==> src/rtl/vx_csr_rmw_issuer_pkg.sv <==
// ---------------------------------------------------------------------------
// vx_csr_rmw_issuer_pkg
//   Shared types and widths for the CSR read-modify-write issuer slice.
//   NW_BITS / CSR_ADDR_BITS / CSR_WIDTH mirror the core-wide defines so the
//   issuer and its ALU agree on widths without a header include.
//   csr_op_e is the 2-bit CSR operation code carried from issue:
//     00 read-only, 01 RW (write), 10 RS (set bits), 11 RC (clear bits).
// ---------------------------------------------------------------------------
package vx_csr_rmw_issuer_pkg;

  localparam int unsigned NW_BITS       = 2;
  localparam int unsigned CSR_ADDR_BITS = 12;
  localparam int unsigned CSR_WIDTH     = 32;

  typedef enum logic [1:0] {
    CSR_OP_RO = 2'b00,
    CSR_OP_RW = 2'b01,
    CSR_OP_RS = 2'b10,
    CSR_OP_RC = 2'b11
  } csr_op_e;

  // RW always writes (x0 source writes zero); RS/RC with a zero source are
  // pure reads; read-only never writes.
  function automatic logic csr_op_writes(input csr_op_e op, input logic src_zero);
    return (op == CSR_OP_RW) ||
           (((op == CSR_OP_RS) || (op == CSR_OP_RC)) && !src_zero);
  endfunction

endpackage

==> src/rtl/vx_csr_rmw_alu.sv <==
// ---------------------------------------------------------------------------
// vx_csr_rmw_alu
//   Combinational CSR modify step: computes the new CSR value from the old
//   value, the source operand and the operation.
//   Ports:
//     old_value  in   32  CSR value before modification (possibly forwarded)
//     operand    in   32  rs1 value or zimm
//     op         in   2   csr_op_e operation
//     new_value  out  32  value to write back (read-only passes old through)
// ---------------------------------------------------------------------------
module vx_csr_rmw_alu
  import vx_csr_rmw_issuer_pkg::*;
(
  input  logic [31:0] old_value,
  input  logic [31:0] operand,
  input  csr_op_e     op,
  output logic [31:0] new_value
);

  always_comb begin
    new_value = old_value;
    case (op)
      CSR_OP_RW: new_value = operand;
      CSR_OP_RS: new_value = old_value | operand;
      CSR_OP_RC: new_value = old_value & ~operand;
      default:   new_value = old_value;
    endcase
  end

endmodule

==> src/rtl/vx_csr_rmw_issuer.sv <==
// ---------------------------------------------------------------------------
// vx_csr_rmw_issuer
//   Initiator side of the core CSR read/write port. Two single-entry stages:
//     S1  reads the CSR file (combinational read data) and computes the
//         read-modify-write result, forwarding the pending S2 write when it
//         targets the same wid/addr (or stalling on a match if FWD_ENABLE=0).
//     S2  holds the old value for writeback and issues the CSR write exactly
//         once, on the cycle its response handshakes.
//   Ports:
//     clk, reset                      clock, synchronous active-high reset
//     req_valid/req_ready             request handshake from issue
//     req_wid/addr/op/data/src_zero/tag  decoded CSR instruction
//     csr_read_enable/addr/wid        S1 read port to CSR file
//     csr_read_data                   combinational read data from CSR file
//     csr_write_enable/addr/wid/data  S2 write port; write lands on the edge
//     rsp_valid/rsp_ready             response handshake to writeback
//     rsp_wid/rsp_data/rsp_tag        old CSR value and echoed tag
//     busy                            either stage occupied
// ---------------------------------------------------------------------------
module vx_csr_rmw_issuer
  import vx_csr_rmw_issuer_pkg::*;
#(
  parameter int unsigned TAG_WIDTH  = 8,
  parameter bit          FWD_ENABLE = 1'b1
) (
  input  logic                     clk,
  input  logic                     reset,

  input  logic                     req_valid,
  output logic                     req_ready,
  input  logic [NW_BITS-1:0]       req_wid,
  input  logic [CSR_ADDR_BITS-1:0] req_addr,
  input  logic [1:0]               req_op,
  input  logic [31:0]              req_data,
  input  logic                     req_src_zero,
  input  logic [TAG_WIDTH-1:0]     req_tag,

  output logic                     csr_read_enable,
  output logic [CSR_ADDR_BITS-1:0] csr_read_addr,
  output logic [NW_BITS-1:0]       csr_read_wid,
  input  logic [31:0]              csr_read_data,

  output logic                     csr_write_enable,
  output logic [CSR_ADDR_BITS-1:0] csr_write_addr,
  output logic [NW_BITS-1:0]       csr_write_wid,
  output logic [CSR_WIDTH-1:0]     csr_write_data,

  output logic                     rsp_valid,
  input  logic                     rsp_ready,
  output logic [NW_BITS-1:0]       rsp_wid,
  output logic [31:0]              rsp_data,
  output logic [TAG_WIDTH-1:0]     rsp_tag,

  output logic                     busy
);

  // S1 (read) registers
  logic                     s1_valid_q,    s1_valid_d;
  logic [NW_BITS-1:0]       s1_wid_q,      s1_wid_d;
  logic [CSR_ADDR_BITS-1:0] s1_addr_q,     s1_addr_d;
  csr_op_e                  s1_op_q,       s1_op_d;
  logic [31:0]              s1_data_q,     s1_data_d;
  logic                     s1_src_zero_q, s1_src_zero_d;
  logic [TAG_WIDTH-1:0]     s1_tag_q,      s1_tag_d;

  // S2 (write/respond) registers
  logic                     s2_valid_q,    s2_valid_d;
  logic [NW_BITS-1:0]       s2_wid_q,      s2_wid_d;
  logic [CSR_ADDR_BITS-1:0] s2_addr_q,     s2_addr_d;
  logic [TAG_WIDTH-1:0]     s2_tag_q,      s2_tag_d;
  logic [31:0]              s2_old_q,      s2_old_d;
  logic [CSR_WIDTH-1:0]     s2_wdata_q,    s2_wdata_d;
  logic                     s2_wen_q,      s2_wen_d;

  logic        req_fire;
  logic        s2_fire;
  logic        fwd_hit;
  logic        s1_hold;
  logic        s1_adv;
  logic [31:0] s2_wdata_ext;
  logic [31:0] s1_old;
  logic [31:0] s1_new;
  logic        s1_wen;

  assign s2_fire      = s2_valid_q & rsp_ready;
  assign s2_wdata_ext = 32'(s2_wdata_q);

  assign fwd_hit = s2_valid_q & s2_wen_q &
                   (s2_addr_q == s1_addr_q) & (s2_wid_q == s1_wid_q);

  // Without forwarding S1 waits for the matching write to land, then reads
  // the updated value straight from the CSR file.
  assign s1_hold = FWD_ENABLE ? 1'b0 : fwd_hit;
  assign s1_old  = (FWD_ENABLE && fwd_hit) ? s2_wdata_ext : csr_read_data;

  assign s1_adv    = s1_valid_q & (~s2_valid_q | s2_fire) & ~s1_hold;
  assign req_ready = ~s1_valid_q | s1_adv;
  assign req_fire  = req_valid & req_ready;

  assign s1_wen = csr_op_writes(s1_op_q, s1_src_zero_q);

  vx_csr_rmw_alu u_alu (
    .old_value (s1_old),
    .operand   (s1_data_q),
    .op        (s1_op_q),
    .new_value (s1_new)
  );

  always_comb begin
    s1_valid_d    = s1_valid_q;
    s1_wid_d      = s1_wid_q;
    s1_addr_d     = s1_addr_q;
    s1_op_d       = s1_op_q;
    s1_data_d     = s1_data_q;
    s1_src_zero_d = s1_src_zero_q;
    s1_tag_d      = s1_tag_q;

    if (s1_adv) s1_valid_d = 1'b0;
    if (req_fire) begin
      s1_valid_d    = 1'b1;
      s1_wid_d      = req_wid;
      s1_addr_d     = req_addr;
      s1_op_d       = csr_op_e'(req_op);
      s1_data_d     = req_data;
      s1_src_zero_d = req_src_zero;
      s1_tag_d      = req_tag;
    end
  end

  always_comb begin
    s2_valid_d = s2_valid_q;
    s2_wid_d   = s2_wid_q;
    s2_addr_d  = s2_addr_q;
    s2_tag_d   = s2_tag_q;
    s2_old_d   = s2_old_q;
    s2_wdata_d = s2_wdata_q;
    s2_wen_d   = s2_wen_q;

    if (s2_fire) s2_valid_d = 1'b0;
    if (s1_adv) begin
      s2_valid_d = 1'b1;
      s2_wid_d   = s1_wid_q;
      s2_addr_d  = s1_addr_q;
      s2_tag_d   = s1_tag_q;
      s2_old_d   = s1_old;
      s2_wdata_d = s1_new[CSR_WIDTH-1:0];
      s2_wen_d   = s1_wen;
    end
  end

  // Only the valid bits are reset; payload registers are qualified by them.
  always_ff @(posedge clk) begin
    if (reset) begin
      s1_valid_q <= 1'b0;
      s2_valid_q <= 1'b0;
    end else begin
      s1_valid_q <= s1_valid_d;
      s2_valid_q <= s2_valid_d;
    end
    s1_wid_q      <= s1_wid_d;
    s1_addr_q     <= s1_addr_d;
    s1_op_q       <= s1_op_d;
    s1_data_q     <= s1_data_d;
    s1_src_zero_q <= s1_src_zero_d;
    s1_tag_q      <= s1_tag_d;
    s2_wid_q      <= s2_wid_d;
    s2_addr_q     <= s2_addr_d;
    s2_tag_q      <= s2_tag_d;
    s2_old_q      <= s2_old_d;
    s2_wdata_q    <= s2_wdata_d;
    s2_wen_q      <= s2_wen_d;
  end

  assign csr_read_enable = s1_valid_q;
  assign csr_read_addr   = s1_addr_q;
  assign csr_read_wid    = s1_wid_q;

  // Gated by reset so an entry caught in S2 when reset hits is dropped
  // without touching the CSR file.
  assign csr_write_enable = s2_fire & s2_wen_q & ~reset;
  assign csr_write_addr   = s2_addr_q;
  assign csr_write_wid    = s2_wid_q;
  assign csr_write_data   = s2_wdata_q;

  assign rsp_valid = s2_valid_q;
  assign rsp_wid   = s2_wid_q;
  assign rsp_data  = s2_old_q;
  assign rsp_tag   = s2_tag_q;

  assign busy = s1_valid_q | s2_valid_q;

endmodule

==> config.mk <==
export PLATFORM = sky130hd
export DESIGN_NAME = vx_csr_rmw_issuer
export DESIGN_NICKNAME = d
export VERILOG_FILES = /design/src/rtl/vx_csr_rmw_issuer_pkg.sv /design/src/rtl/vx_csr_rmw_alu.sv /design/src/rtl/vx_csr_rmw_issuer.sv
export SDC_FILE = /design/constraint.sdc
export NUM_CORES = 1
export LEC_CHECK = 0
export ABC_AREA = 1
export ABC_CLOCK_PERIOD_IN_PS = 6950
export BUFFER_PORTS_ARGS = -buffer_cell sky130_fd_sc_hd__buf_4
export CELL_PAD_IN_SITES_DETAIL_PLACEMENT = 0
export CELL_PAD_IN_SITES_GLOBAL_PLACEMENT = 1
export CORE_ASPECT_RATIO = 1.2
export CORE_MARGIN = 3
export CORE_UTILIZATION = 40
export DETAILED_ROUTE_END_ITERATION = 6
export GPL_TIMING_DRIVEN = 0
export PLACE_DENSITY_LB_ADDON = 0.12
export RECOVER_POWER = 50
export SLEW_MARGIN = 15
export SYNTH_ARGS = -nofsm -noshare
export SYNTH_HDL_FRONTEND = slang
export SYNTH_SLANG_ARGS = --single-unit
==> constraint.sdc <==
create_clock -name clk -period 6.95 [get_ports clk]
set_input_delay 1.39 -clock clk [delete_from_list [all_inputs] [get_ports clk]]
set_output_delay 1.39 -clock clk [all_outputs]
set_load 0.005 [all_outputs]
==> results of run 1 <==
-- power groups by stage --
stage | Clock (uW) | Sequential [uW] | Combinational [uW]
after floorplan | 0 | 1080 | 83.6
after global placement | 0 | 1080 | 198
after detailed placement | 0 | 1070 | 217
after CTS | 859 | 1050 | 217
after global routing | 891 | 1060 | 230
final | 834 | 1050 | 205
-- registers in the layout, indices dropped and copies added (netlist names), 2 cells and up --
signal	count
rsp_tag	8
s1_op_q	2
s1_data_q	32
rsp_data	32
csr_read_wid	2
csr_read_addr	12
s1_tag_q	8
csr_write_data	32
csr_write_wid	2
csr_write_addr	12
-- layout make-up --
| cell class | instances | area, um^2 | share of cell area, % |
|---|---|---|---|
| multi-input combinational | 289 | 1560 | 17.7 |
| tap | 208 | 260 | 2.96 |
| clock buffer | 18 | 429 | 4.89 |
| clock inverter | 11 | 97.6 | 1.11 |
| sequential | 146 | 4360 | 49.7 |
| timing repair buffer | 205 | 1600 | 18.2 |
| buffer | 20 | 128 | 1.45 |
| inverter | 92 | 347 | 3.95 |
-- cell families after synthesis --
kind of cell           after synthesis
XOR/XNOR                             2
buffers and inverters              112
AO/OA/AOI/OAI                       36
flip-flops                         146
AND/OR/NAND/NOR                    251
-- worst paths after layout --
path,slack [ns],startpoint,cells after the start,to
max,3.43,rsp_ready,6,csr_write_data[23]
min,0.42,s1_tag_q[6],0,rsp_tag[6]
max reg2reg,4.14,csr_read_enable,5,csr_write_data[23]
min reg2reg,0.42,s1_tag_q[6],0,rsp_tag[6]
-- critical path: cells and delay by family --
| kind | cells | cell delay, ns |
|---|---|---|
| buf+inv | 5 | 1.36 |
| compound gates | 1 | 0.86 |
-- placed cells by master, fill, tap and decap left out, types with 14 or more instances in the layout --
cell type,Yosys,final
edfxtp_1,144,144
buf_4,2,143
nand2_1,104,104
inv_1,92,91
clkbuf_4,0,57
nand3_1,36,36
o21ai_0,32,32
nand2_2,31,31
nand3_2,30,30
and2_1,32,19
clkbuf_16,0,17
clkbuf_1,9,16
nor2_1,13,14
-- layer usage --
layer  GRT usage (%)  vias to the layer above
met2            29.2                      145
met3            5.52                       15
li1                -                     2243
met5               0                        -
met1            19.2                     2021
met4            6.49                        0
-- stage by stage --
step                setup WS, ns  setup TNS [ns]
detailed placement          3.61               0
finish                      3.43               0
global placement           -1.86         -161.28
global route                3.21               0
CTS                         3.61               0
floorplan                  0.728               0
==> results.json, run 1 <==
{
  "dpl-instance-area_um2": 8350,
  "cp.arrival_ns": 3.63,
  "syn_inst": 547,
  "netSwitchingPower_uw": 445,
  "path_cells": "clkbuf_4 > inv_1 > a21oi_1 > clkbuf_1 > buf_16 > buf_16",
  "ys_seq_elements": 146,
  "grt_max_degree": 36,
  "post_cts_buffers": 0,
  "synth_nets": 640,
  "timing.final.crit_share_pct": 50.6,
  "vias": 4424,
  "core_region_area_um2": 15700,
  "n_fill_cell": 1443,
  "rsz0062_at_grt": "no",
  "critPathLaunchType": "input port",
  "grt_pass1_vias": 4344,
  "place_congestion": 0.755,
  "row_count": 50,
  "synthMuxAreaShare_pct": 0,
  "swShare_pct": 21.3,
  "drv_slew": 0,
  "pwr-share-comb_pct": 9.8,
  "cts_tree": "done",
  "cts_hold_buffers": 0,
  "cts.sinks": 146,
  "skew_ns": 0.00628,
  "slew_headroom_pct": 22.9,
  "peakVddDrop_v": 0.000114,
  "avgSynthCellArea_um2": 11.7,
  "wl_per_cell_um": 15.0,
  "drt-pass1-iter-count": 5,
  "yosysTopAreaCell": "edfxtp_1",
  "maxCapViolations": 0,
  "finalSetupViolations": 0,
  "seq_power_share_pct": 50.3,
  "required_ns": 7.07,
  "synth_top_family_by_area": "simple AND/OR/NAND/NOR gates",
  "instances_no_fill": 989,
  "synthDistinctLibCells": 21,
  "grt_pass1_wl_um": 22200,
  "cts_repair_resize_count": 0,
  "wl_met2_um": 7710,
  "worst-slew-pin-transition_ns": 1.15,
  "drive_gt1_share_pct": 38.0,
  "met3_length_um": 1120,
  "synth_common_cells": "edfxtp_1 (144), nand2_1 (104), inv_1 (92)",
  "leakagePower_uw": 0.00389,
  "clock_latency_ns": 0.41,
  "synth_top_area_share_pct": 67.3,
  "end_kind": "flop",
  "synth_compound_area_share_pct": 2.80,
  "pwr-share-clk_pct": 39.8,
  "dieArea_um2": 17600,
  "clkTransAtPathRegs_ns": 0.06,
  "hold_violations": 0,
  "wl_met1_um": 5770,
  "post-route-util_pct": 55.9,
  "htree_levels": 4,
  "synth_edf_count": 144,
  "async_reset_ff_share_pct": 0,
  "antenna_found_initial": 0,
  "synth_top_flop_cell": "edfxtp_1",
  "yosysMostFrequentCell": "edfxtp_1",
  "p_int_uw": 1650,
  "synthToLayoutAreaGrowth_pct": 36.7,
  "dpl.cell_count": 960,
  "drt-total-wl_um": 14800,
  "synth_simple_gate_area_share_pct": 21.3,
  "post-route-drc-count": 0,
  "design_area_um2": 8780,
  "synth_area_um2": 6420,
  "initial_core_util_pct": 40.9,
  "fin_nets": 864,
  "grt_util_all_layers_pct": 16.8,
  "p_total_uw": 2090,
  "synthAdderAreaFrac_pct": 0,
  "worst_hold_slack_ns": 0.420,
  "cts_root_buffer": "clkbuf_16",
  "min_period_ns": 3.52,
  "dpl.hpwl_um": 10400,
  "routed.top_layer": "met4",
  "num_antenna_cells": 0,
  "outcome": "complete, no violations",
  "ys_top_cells_by_area": "edfxtp_1 (67%), nand2_1 (6.1%), inv_1 (5.4%), nand3_2 (4.7%), and2_1 (3.1%)",
  "port_buffers": 199,
  "die_x_um": 122,
  "ys_seq_area_share_pct": 67.9,
  "gr-total-overflow": 0,
  "hp-class": "reg2reg",
  "die_y_um": 145,
  "crit_top_cell": "buf_16",
  "power.density_nw_per_um2": 238,
  "via_per_inst": 4.47,
  "clockBufferDepth": 2,
  "synth-xor-area-share_pct": 0.273,
  "worstPathMaxFanout": 19,
  "ioPinCount": 200,
  "drtAntennaViolNets": 0,
  "drt-initial-drc-count": 247,
  "cts_made_buffers": 17,
  "crit_path_max_incr_delay_ns": 0.86,
  "clock.fmax_mhz": 284,
  "crit_slowest_cell": "a21oi_1",
  "ys.warnings.count": 0,
  "crit_type": "in2reg"
}
Note: power is estimated with default switching activity, not from simulation.
==> inputs of run 2 (changes only) <==
- ABC_CLOCK_PERIOD_IN_PS: 6950 -> 3300
- clock period: 6.95 -> 3.3 ns (I/O delays scaled with it)
==> run 2 against run 1 <==
  * Clock skew increased by 0.0015 ns
  * Non-clock buffer count shrank 1
  * Cell area is 0.73% higher
  * Wire length decreased by 0.44%
  * Critical path depth down 1
  * Utilization rose by 0.41 points
  * Clock power is 140% higher
  * Sequential cell count unchanged
  * Sequential share of layout area shrank 0.36 points
  * Global-route usage up 0.22 points
  * Via count is 0.75% higher
  * Critical path type is now reg2reg
  * Critical endpoint is now rsp_data[22]
  * Largest power group unchanged
==> results.json, run 2 (synthesis gave the netlist of run 1 again) <==
{
  "maxCapViolations": 0,
  "clkTransAtPathRegs_ns": 0.06,
  "n_fill_cell": 1336,
  "skew_ns": 0.00775,
  "drv_slew": 0,
  "cts_root_buffer": "clkbuf_16",
  "grt_pass1_vias": 4405,
  "clock.fmax_mhz": 430,
  "cp.arrival_ns": 2.44,
  "drt-initial-drc-count": 158,
  "initial_core_util_pct": 40.9,
  "hp-class": "in2reg",
  "worst-slew-pin-transition_ns": 1.35,
  "outcome": "complete, no violations",
  "min_period_ns": 2.33,
  "antenna_found_initial": 0,
  "drt-total-wl_um": 14700,
  "fin_nets": 863,
  "clock_latency_ns": 0.42,
  "worstPathMaxFanout": 23,
  "power.density_nw_per_um2": 522,
  "wl_per_cell_um": 14.9,
  "vias": 4457,
  "final_cell_mix": "edfxtp_1 (144), nand2_1 (104), buf_4 (100)",
  "final_common_cell": "edfxtp_1",
  "clockBufferDepth": 2,
  "grt_max_degree": 31,
  "post-route-util_pct": 56.3,
  "drt-pass1-iter-count": 4,
  "cts_repair_resize_count": 0,
  "core_region_area_um2": 15700,
  "cts_tree": "done",
  "critPathLaunchType": "flop",
  "hold_violations": 0,
  "post-route-drc-count": 0,
  "timing.final.crit_share_pct": 70.5,
  "die_y_um": 145,
  "drive_gt1_share_pct": 38.4,
  "num_antenna_cells": 0,
  "crit_type": "reg2reg",
  "cts_hold_buffers": 0,
  "cts.sinks": 146,
  "ioPinCount": 200,
  "post_cts_buffers": 0,
  "cts_made_buffers": 17,
  "via_per_inst": 4.50,
  "drtAntennaViolNets": 0,
  "die_x_um": 122,
  "tns_ns": 0,
  "port_buffers": 199,
  "end_kind": "flop",
  "required_ns": 3.42,
  "synthToLayoutAreaGrowth_pct": 37.7,
  "htree_levels": 4,
  "dieArea_um2": 17600,
  "grt_util_all_layers_pct": 17.0,
  "place_congestion": 0.776,
  "peakVddDrop_v": 0.000268,
  "rsz0062_at_grt": "no",
  "finalSetupViolations": 0,
  "dpl.hpwl_um": 10300,
  "gr-total-overflow": 0,
  "grt_pass1_wl_um": 22500,
  "row_count": 50,
  "slew_headroom_pct": 9.99,
  "leakagePower_uw": 0.00389
}
run 2: changes by cell type in the layout (fill, tap and decap cells not counted), moves of 4 or more:
cell,previous run,this run
inv_6,0,4
clkbuf_1,16,21
clkbuf_4,57,92
clkinv_1,6,1
and2_1,19,32
clkinvlp_4,0,4
buf_4,143,100
and2_0,13,0
run 2: path summary, 6_finish.rpt:
check                                      from            to  slack (ns)  depth (start not counted)
worst max register to register  csr_read_enable  rsp_data[22]        0.97                          5
worst max-delay path            csr_read_enable  rsp_data[22]        0.97                          5
worst min-delay path                      reset     rsp_valid        0.41                          2
worst min register to register      s1_tag_q[2]    rsp_tag[2]        0.41                          0
run 2: where the power goes:
part / total (uW) / switching [uW] / internal (uW) / leakage (uW)
Sequential: 2220 / 48.9 / 2170 / 0.00139
Combinational: 426 / 211 / 215 / 0.00222
Clock: 1970 / 776 / 1200 / 0.000282
Total: 4620 / 1040 / 3580 / 0.00389
run 2: through the flow:
stage          hold slack [ns]  cells  cell area, um^2  total power (uW)  setup WS, ns
6_report                 0.415    991             8850              4620         0.975
5_1_grt                  0.407    991             8850              4820         0.803
4_1_cts                  0.393    991             8930              4700          1.33
3_5_place_dp             0.407    959             8320              2710          1.01
3_3_place_gp             0.402    954             8190              2680        -0.309
2_1_floorplan            0.400    547             6440              2440         0.656
run 2: area by class of cell:
type	count	area [um^2]	area share, %
sequential	146	4360	49.3
multi-input combinational	289	1580	17.8
timing repair buffer	204	1540	17.4
clock buffer	18	429	4.85
inverter	92	348	3.93
tap	208	260	2.94
clock inverter	14	176	1.99
buffer	20	150	1.70
run 2: critical path, stage by stage, from the launching register on:
cell and delay (ns):
dfxtp_1 0.37, inv_1 0.09, a21oi_4 0.39, clkbuf_1 0.71
buf_16 0.26, buf_16 0.19
run 2: per-layer routing:
metal  GRT usage (%)  up-vias  share of wire, %
met1            19.2     2046                38
met5               0        -                 0
met4            7.08        0               2.0
met2            29.5      141                53
met3            5.75       20               6.8
li1                -     2250                 -
==> inputs of run 3 (changes only) <==
- ABC_CLOCK_PERIOD_IN_PS: 3300 -> 1900
- CORE_UTILIZATION: 40 -> 36
- clock period: 3.3 -> 1.9 ns (I/O delays scaled with it)
==> run 3 against run 2 <==
  * Sequential share of layout area shrank 0.056 points
  * Cell count grew 1.1%
  * Combinational power increased by 75%
  * Hold slack got worse by 0.28 ns
  * Clock power is 64% higher
  * Die area rose by 11%
  * Largest cell class unchanged
==> results.json, run 3 (synthesis gave the netlist of run 1 again) <==
{
  "rsz0062_at_grt": "no",
  "min_period_ns": 1.78,
  "place_congestion": 0.757,
  "clock.fmax_mhz": 561,
  "maxCapViolations": 0,
  "via_per_inst": 4.41,
  "end_kind": "flop",
  "tns_ns": 0,
  "dieArea_um2": 19500,
  "port_buffers": 199,
  "initial_core_util_pct": 37.4,
  "crit_top_cell": "buf_16",
  "die_x_um": 128,
  "timing.final.crit_share_pct": 93.8,
  "clock_latency_ns": 0.42,
  "cts.sinks": 146,
  "core_region_area_um2": 17200,
  "clkTransAtPathRegs_ns": 0.06,
  "final_cell_mix": "edfxtp_1 (144), clkbuf_4 (128), nand2_1 (102)",
  "die_y_um": 152,
  "drt-pass1-iter-count": 4,
  "num_antenna_cells": 0,
  "worst-slew-pin-transition_ns": 0.716,
  "n_fill_cell": 1585,
  "wl_per_cell_um": 15.2,
  "cts_root_buffer": "clkbuf_16",
  "p_total_uw": 7820,
  "hp-class": "in2reg",
  "required_ns": 2.02,
  "synthToLayoutAreaGrowth_pct": 37.9,
  "outcome": "complete, no violations",
  "crit_path_max_incr_delay_ns": 0.56,
  "drt-total-wl_um": 15300,
  "drtAntennaViolNets": 0,
  "ioPinCount": 200,
  "drive_gt1_share_pct": 36.4,
  "leakagePower_uw": 0.00384,
  "crit_slowest_cell": "a21oi_4",
  "row_count": 52,
  "cp.arrival_ns": 1.91,
  "crit_family": "compound AO/OA/AOI/OAI gates",
  "place_ws_ns": -0.0500,
  "grt_max_degree": 23,
  "htree_levels": 4,
  "critPathLaunchType": "flop",
  "vias": 4418,
  "dpl.hpwl_um": 11000,
  "path_cells": "inv_1 > a21oi_4 > buf_16 > buf_16",
  "cts_made_buffers": 17,
  "final_common_cell": "edfxtp_1",
  "skew_ns": 0.00671,
  "drt-initial-drc-count": 150,
  "gr-total-overflow": 0,
  "worstPathMaxFanout": 21,
  "clockBufferDepth": 2,
  "finalSetupViolations": 0,
  "design_area_um2": 8860,
  "grt_pass1_vias": 4462,
  "peakVddDrop_v": 0.000495,
  "cts_tree": "done",
  "grt_pass1_wl_um": 23600,
  "drv_slew": 0,
  "crit_type": "reg2reg",
  "grt_util_all_layers_pct": 16.0,
  "hold_violations": 0,
  "antenna_found_initial": 1,
  "fin_nets": 866,
  "setup_slack_ns": 0.118,
  "slew_headroom_pct": 52.2,
  "critPathBufInv": 3,
  "cts_hold_buffers": 0,
  "power.density_nw_per_um2": 883,
  "post-route-drc-count": 0,
  "dpl-instance-area_um2": 8360
}
## run 3: cell count changes in the layout (fill, tap and decap cells not counted), sizes merged
cell / before / now
clkbuf: 130 / 185
buf: 112 / 60
inv: 96 / 93
clkinv: 3 / 6
bufinv: 3 / 2
clkinvlp: 4 / 5
## run 3: timing repair
action,CTS,global route
setup buffers,0,2
setup endpoints to repair,0,53
endpoints found under the hold margin,0,0
gates resized for setup,0,3
## run 3: final timing paths
kind	start	endpoint	slack [ns]	cells past startpoint
worst max register to register	csr_read_enable	rsp_tag[5]	0.12	4
worst max-delay path	csr_read_enable	rsp_tag[5]	0.12	4
worst min register to register	s1_tag_q[0]	rsp_tag[0]	0.42	0
worst min-delay path	reset	csr_read_enable	0.13	2
## run 3: power by group
group / switching [uW] / total (uW) / internal [uW]
combinational: 374 / 747 / 373
clock: 1310 / 3230 / 1920
sequential: 82.5 / 3850 / 3760
total: 1760 / 7820 / 6060
## run 3: through the flow
step                hold WS, ns  std cells  utilization [%]
finish                    0.135       1002             51.6
global route              0.119       1002             51.6
CTS                       0.109       1000             52.0
detailed placement        0.406        968             48.7
global placement          0.400        962             47.8
floorplan                 0.400        547                -
## run 3: layer usage
| layer | GRT usage, % | vias up | routed length [um] |
|---|---|---|---|
| met3 | 5.47 | 20 | 1090 |
| met1 | 17.3 | 2013 | 5710 |
| met4 | 5.86 | 2 | 255 |
| met2 | 28.6 | 134 | 8210 |
| met5 | 0 | - | 13 |
| li1 | - | 2249 | - |
## run 3: layout make-up
type / count / area [um^2] / share of cell area, %
Inverter: 92 / 349 / 3.94
Clock inverter: 14 / 139 / 1.57
Multi-Input combinational cell: 289 / 1580 / 17.9
Timing Repair Buffer: 207 / 1570 / 17.7
Clock buffer: 18 / 429 / 4.85
Sequential cell: 146 / 4360 / 49.3
Tap cell: 216 / 270 / 3.05
Buffer: 20 / 158 / 1.78
## run 3: worst register-to-register path, cell delays in order, from the launching register on
cell     delay (ns)
dfxtp_1        0.37
inv_1          0.10
a21oi_4        0.56
buf_16         0.25
buf_16         0.19
